`src/rtl/reg_bus_scan_sequencer_pkg.sv`:
```
`default_nettype none
// ============================================================================
// | Module   : reg_bus_scan_sequencer_pkg                                    |
// | Purpose  : Shared definitions for the register-bus scan sequencer:      |
// |            FSM state encoding and index-width helper.                    |
// | Ports    : none (package)                                                |
// | Revision : 1.0 - initial release                                         |
// ============================================================================
package reg_bus_scan_sequencer_pkg;

  typedef enum logic [1:0] {
    IDLE    = 2'd0,
    GAP     = 2'd1,
    DRIVE   = 2'd2,
    PRESENT = 2'd3
  } scan_state_t;

  // Width of a register index; never below one bit so a single-register
  // bus still has a legal index port.
  function automatic int idx_width(input int n);
    int w;
    w = 1;
    while ((1 << w) < n) w++;
    return w;
  endfunction

endpackage
`default_nettype wire

```
`src/rtl/reg_bus_scan_sequencer_cs_decoder.sv`:
```
`default_nettype none
// ============================================================================
// | Module   : reg_bus_cs_decoder                                            |
// | Purpose  : Registered one-hot-low chip-select decoder. All selects high |
// |            (register outputs high-Z) whenever enable is low.             |
// | Ports    : Clock, Reset (async, active-high), idx, enable -> cs          |
// | Revision : 1.0 - initial release                                         |
// ============================================================================
module reg_bus_cs_decoder #(
  parameter int NrOfRegs = 8,
  parameter int IdxW     = 3
) (
  input  logic                Clock,
  input  logic                Reset,
  input  logic [IdxW-1:0]     idx,
  input  logic                enable,
  output logic [NrOfRegs-1:0] cs
);

  logic [NrOfRegs-1:0] cs_next;

  always_comb begin
    cs_next = '1;
    for (int i = 0; i < NrOfRegs; i++) begin
      if (enable && (idx == IdxW'(i))) cs_next[i] = 1'b0;
    end
  end

  // Registering the decode keeps cs free of decoder glitches.
  always_ff @(posedge Clock or posedge Reset) begin
    if (Reset) cs <= '1;
    else       cs <= cs_next;
  end

endmodule
`default_nettype wire

```
`src/rtl/reg_bus_scan_sequencer.sv`:
```
`default_nettype none
// ============================================================================
// | Module   : reg_bus_scan_sequencer                                        |
// | Purpose  : Scans a tri-state register bank one register at a time,      |
// |            samples each value off the shared bus and presents it as a    |
// |            valid/ready stream. Break-before-make on the bus.             |
// | Ports    : Clock, Reset, Tick, Start, BusIn -> Cs                         |
// |            OutData/OutIndex/OutValid, OutReady, Busy, Done               |
// | Revision : 1.0 - initial release                                         |
// ============================================================================
module reg_bus_scan_sequencer
  import reg_bus_scan_sequencer_pkg::*;
#(
  parameter int NrOfRegs         = 8,
  parameter int NrOfBits         = 8,
  parameter int TurnaroundCycles = 1,
  localparam int IdxW            = idx_width(NrOfRegs)
) (
  input  logic                Clock,
  input  logic                Reset,
  input  logic                Tick,
  input  logic                Start,
  input  logic [NrOfBits-1:0] BusIn,
  output logic [NrOfRegs-1:0] Cs,
  output logic [NrOfBits-1:0] OutData,
  output logic [IdxW-1:0]     OutIndex,
  output logic                OutValid,
  input  logic                OutReady,
  output logic                Busy,
  output logic                Done
);

  localparam logic [3:0]      GapInit = (TurnaroundCycles == 0) ? 4'd0 : 4'(TurnaroundCycles - 1);
  localparam logic [IdxW-1:0] LastIdx = IdxW'(NrOfRegs - 1);
  // Entry state of every word slot: skip GAP entirely without turnaround.
  localparam scan_state_t     FirstState = (TurnaroundCycles == 0) ? DRIVE : GAP;

  scan_state_t     state_q, state_d;
  logic [IdxW-1:0] idx_q, idx_d;
  logic [3:0]      gap_q, gap_d;
  logic            load_word;
  logic            clear_valid;
  logic            set_done;

  always_ff @(posedge Clock or posedge Reset) begin
    if (Reset) begin
      state_q <= IDLE;
      idx_q   <= '0;
      gap_q   <= '0;
    end else begin
      state_q <= state_d;
      idx_q   <= idx_d;
      gap_q   <= gap_d;
    end
  end

  always_comb begin
    state_d     = state_q;
    idx_d       = idx_q;
    gap_d       = gap_q;
    load_word   = 1'b0;
    clear_valid = 1'b0;
    set_done    = 1'b0;
    if (Tick) begin
      case (state_q)
        IDLE: begin
          if (Start) begin
            idx_d   = '0;
            gap_d   = GapInit;
            state_d = FirstState;
          end
        end
        GAP: begin
          if (gap_q == 4'd0) state_d = DRIVE;
          else               gap_d   = gap_q - 4'd1;
        end
        DRIVE: begin
          load_word = 1'b1;
          state_d   = PRESENT;
        end
        PRESENT: begin
          if (OutReady) begin
            clear_valid = 1'b1;
            if (idx_q == LastIdx) begin
              set_done = 1'b1;
              state_d  = IDLE;
            end else begin
              idx_d   = idx_q + IdxW'(1);
              gap_d   = GapInit;
              state_d = FirstState;
            end
          end
        end
        default: state_d = IDLE;
      endcase
    end
  end

  always_ff @(posedge Clock or posedge Reset) begin
    if (Reset) begin
      OutData  <= '0;
      OutIndex <= '0;
      OutValid <= 1'b0;
      Done     <= 1'b0;
    end else begin
      // Done is a single-Clock pulse, independent of Tick.
      Done <= set_done;
      if (load_word) begin
        OutData  <= BusIn;
        OutIndex <= idx_q;
        OutValid <= 1'b1;
      end else if (clear_valid) begin
        OutValid <= 1'b0;
      end
    end
  end

  assign Busy = (state_q != IDLE);

  // Decoding from the next state makes Cs line up with state_q exactly.
  // DRIVE always exits to PRESENT (all high), so two selects can never
  // be low in consecutive cycles.
  reg_bus_cs_decoder #(
    .NrOfRegs(NrOfRegs),
    .IdxW    (IdxW)
  ) u_cs_decoder (
    .Clock (Clock),
    .Reset (Reset),
    .idx   (idx_d),
    .enable(state_d == DRIVE),
    .cs    (Cs)
  );

endmodule
`default_nettype wire

```
`config.mk`:
```
export PLATFORM = sky130hd
export DESIGN_NAME = reg_bus_scan_sequencer
export DESIGN_NICKNAME = d
export VERILOG_FILES = /design/src/rtl/reg_bus_scan_sequencer_pkg.sv /design/src/rtl/reg_bus_scan_sequencer_cs_decoder.sv /design/src/rtl/reg_bus_scan_sequencer.sv
export SDC_FILE = /design/constraint.sdc
export NUM_CORES = 1
export LEC_CHECK = 0
export BUFFER_PORTS_ARGS = -buffer_cell sky130_fd_sc_hd__buf_4
export CAP_MARGIN = 15
export CORE_UTILIZATION = 45
export CTS_CLUSTER_SIZE = 24
export DETAILED_ROUTE_END_ITERATION = 12
export PLACE_DENSITY = 0.78
export SYNTH_ARGS = -nofsm -noshare
export SYNTH_HDL_FRONTEND = slang
export SYNTH_SLANG_ARGS = --single-unit
```
`constraint.sdc`:
```
create_clock -name Clock -period 2.3 [get_ports Clock]
set_input_delay 0.46 -clock Clock [delete_from_list [all_inputs] [get_ports Clock]]
set_output_delay 0.46 -clock Clock [all_outputs]
set_load 0.1 [all_outputs]
```
==> impl_metrics.toml <==
[synth]
yosysWarnings = 0
synthArstFlopShare = 1.000
synthFlopType = "dfrtp_1"
synth-xor-area-share = 0.005700
synth_edf_count = 0
muxShareOfSynthArea = 0.07329
netlist_instances = 130
synth_top_family_by_area = "compound AO/OA/AOI/OAI gates"
postSynthAreaPerCell_um2 = 11.82
synth_cell_type_count = 43
synth_fa_ha_area_frac = 0.06515
synth_fp_nets = 151
synth_area_um2 = 1536
synthSimpleGateAreaFrac = 0.1490
synth_compound_area_frac = 0.1669
ys_seq_area_frac = 0.4951
ys_seq_elements = 30

[sta]
slew_headroom = 0.6788
post-route-min-period_ps = 2005
slew_viol_final = 0
setup_tns_ps = 0
tightestPinTransition_ps = 480.6
finClkSkew_ps = 4.924
finalCritPeriodShare = 0.8715
rsz0062_at_grt = "no"
setup_viol = 0
final_hold_viol_count = 0
fmax_ghz = 0.4989

[critical_path]
r2r-end = "u_cs_decoder.cs[1]"
cp.required_ps = 1840
crit_path_max_fanout = 4
cp_cell_sequence = "inv_1 > ha_1 > inv_1 > buf_4"
startpoint_type = "flop"
rrSetupSlack_ps = 310
crit_slowest_cell = "dfrtp_1"
crit_top_cell = "inv_1"
cp_data_arrival_time_ps = 1540
reg2regPathDepth = 7
timing.rr.start = "state_q[0]"
crit_type = "flop to output port"
worst_setup_path_end_kind = "output port"
max_stage_delay_ps = 450

[die]
rows = 20
io_pins = 35
fp.dieArea_um2 = 3652
core_um2 = 3153
fp.dieH_um = 60.43
initial_utilization = 0.4873
fp.dieW_um = 60.43

[cts]
cts_resized = 0
clkTransAtPathRegs_ps = 90
hold_buffers = 0
cts_tree = "yes"
root_buffer = "clkbuf_4"
cts_made_buffers = 5
htree_levels = 2
cts_buffer_depth = 2
clock_sinks = 30
clock_latency_ps = 320
cts_post_setup_buffers_inserted = 0

[detailed_routing]
wl_per_cell_um = 13.15
drtPass1Iterations = 5
antenna_left = 0
drt_first_iter_violations = 45
vias = 1137
route.detailed.drc = 0
wirelength_mm = 2.814
vias_per_cell = 5.313

[worst_hold_path]
hold_class = "primary input to async pin"

[outcome]
status = "complete, no violations"

[placed_design]
routabilityCongestion = 0.9110
portBuffers = 34
hpwl_mm = 2.077

[global_route]
antenna_found_initial = 0
grt_usage = 0.1796
grt_pass1_vias = 1110
grt.overflow.total = 0
grt_max_degree = 31
grt_pass1_wl_mm = 4.712

[final_layout]
final_layout_size_suffix_gt1_frac = 0.4353
antenna_cells_inserted = 0
final_nets = 190
syn_to_final_growth_pct = 22.80

[flow_run]
drv_cap = 0
## layer usage
| layer | routed length [um] | global-route usage |
|---|---|---|
| met1 | 1146 | 0.2077 |
| met2 | 1426 | 0.3108 |
| met3 | 205 | 0.05757 |
| met4 | 36 | 0.06818 |
| met5 | 0 | 0 |
## sequential cells by signal (all words and copies together) (netlist names)
name             cells
OutData              8
u_cs_decoder.cs      8
gap_q                4
OutIndex             3
idx_q                3
state_q              2
Done                 1
OutValid             1
## critical path: cells and delay by family, from the launching register on
| family | cells | cell delay [ps] |
|---|---|---|
| buffers and inverters | 3 | 510 |
| DFF | 1 | 450 |
| adders and majority gates | 1 | 260 |
## how the worst max path moves through the flow
stage	startpoint	to	slack, ps
floorplan	state_q[0]	u_cs_decoder.cs[5]	230
global placement	state_q[0]	u_cs_decoder.cs[5]	440
detailed placement	state_q[0]	u_cs_decoder.cs[5]	340
CTS	state_q[0]	Busy	280
global route	state_q[0]	u_cs_decoder.cs[5]	160
finish	state_q[0]	Busy	300
## synthesized netlist by cell type, types with 2 or more instances
library cell | n | area (um2)
nand3_1 | 3 | 15.01
mux2_2 | 10 | 112.6
nand2_1 | 9 | 33.78
o31ai_1 | 2 | 15.01
nor2b_1 | 2 | 12.51
nand4b_1 | 3 | 26.28
nand3b_1 | 2 | 15.01
o21ai_0 | 5 | 25.02
dfstp_2 | 8 | 210.2
nand4_1 | 4 | 25.02
a21oi_1 | 5 | 25.02
ha_1 | 8 | 100.1
o211ai_2 | 2 | 25.02
buf_6 | 2 | 22.52
a31oi_1 | 2 | 12.51
and2b_1 | 2 | 15.01
dfrtp_1 | 22 | 550.5
inv_1 | 11 | 41.29
nor2_1 | 4 | 15.01
## per-stage QoR
step | std cells | area (um2) | hold WS (ps) | worst slack [ps] | utilization
2_1_floorplan | 130 | 1536 | 502.8 | 229.8 | -
5_1_grt | 214 | 1887 | 228.1 | 156.7 | 0.5984
3_3_place_gp | 206 | 1827 | 463.7 | 435.8 | 0.5794
4_1_cts | 214 | 1887 | 199.3 | 281.5 | 0.5984
6_report | 214 | 1887 | 194.7 | 295.5 | 0.5984
3_5_place_dp | 206 | 1827 | 463.8 | 338.1 | 0.5794
## cell type report
cell class / instances / area, um2
repair buffers: 35 / 262.8
well taps: 44 / 55.05
flip-flops and latches: 30 / 760.7
multi-input cells: 86 / 706.9
clock buffers: 7 / 55.05
fillers: 288 / 1266
clock inverters: 1 / 5.005
inverters: 11 / 41.29
## cell families (layout without fill, tap and decap cells)
logic type      after synthesis  in the layout
simple gates                 38             38
buf+inv                      14             54
mux                          10             10
xor+xnor                      1              1
flops                        30             30
compound gates               29             29
fa+ha+maj                     8              8
## layout by cell type, fill, tap and decap left out, types with 2 or more instances in the layout
master    count
a21oi_1       5
a31oi_1       2
and2b_1       2
buf_4        35
clkbuf_4      5
dfrtp_1      22
dfstp_2       8
ha_1          8
inv_1        11
mux2_2       10
nand2_1       9
nand3_1       3
nand3b_1      2
nand4_1       4
nand4b_1      3
nor2_1        4
nor2b_1       2
o211ai_2      2
o21ai_0       5
o31ai_1       2
Power is not shown: default switching activity piles up to over one toggle a cycle in this logic, so the estimate is an artifact.
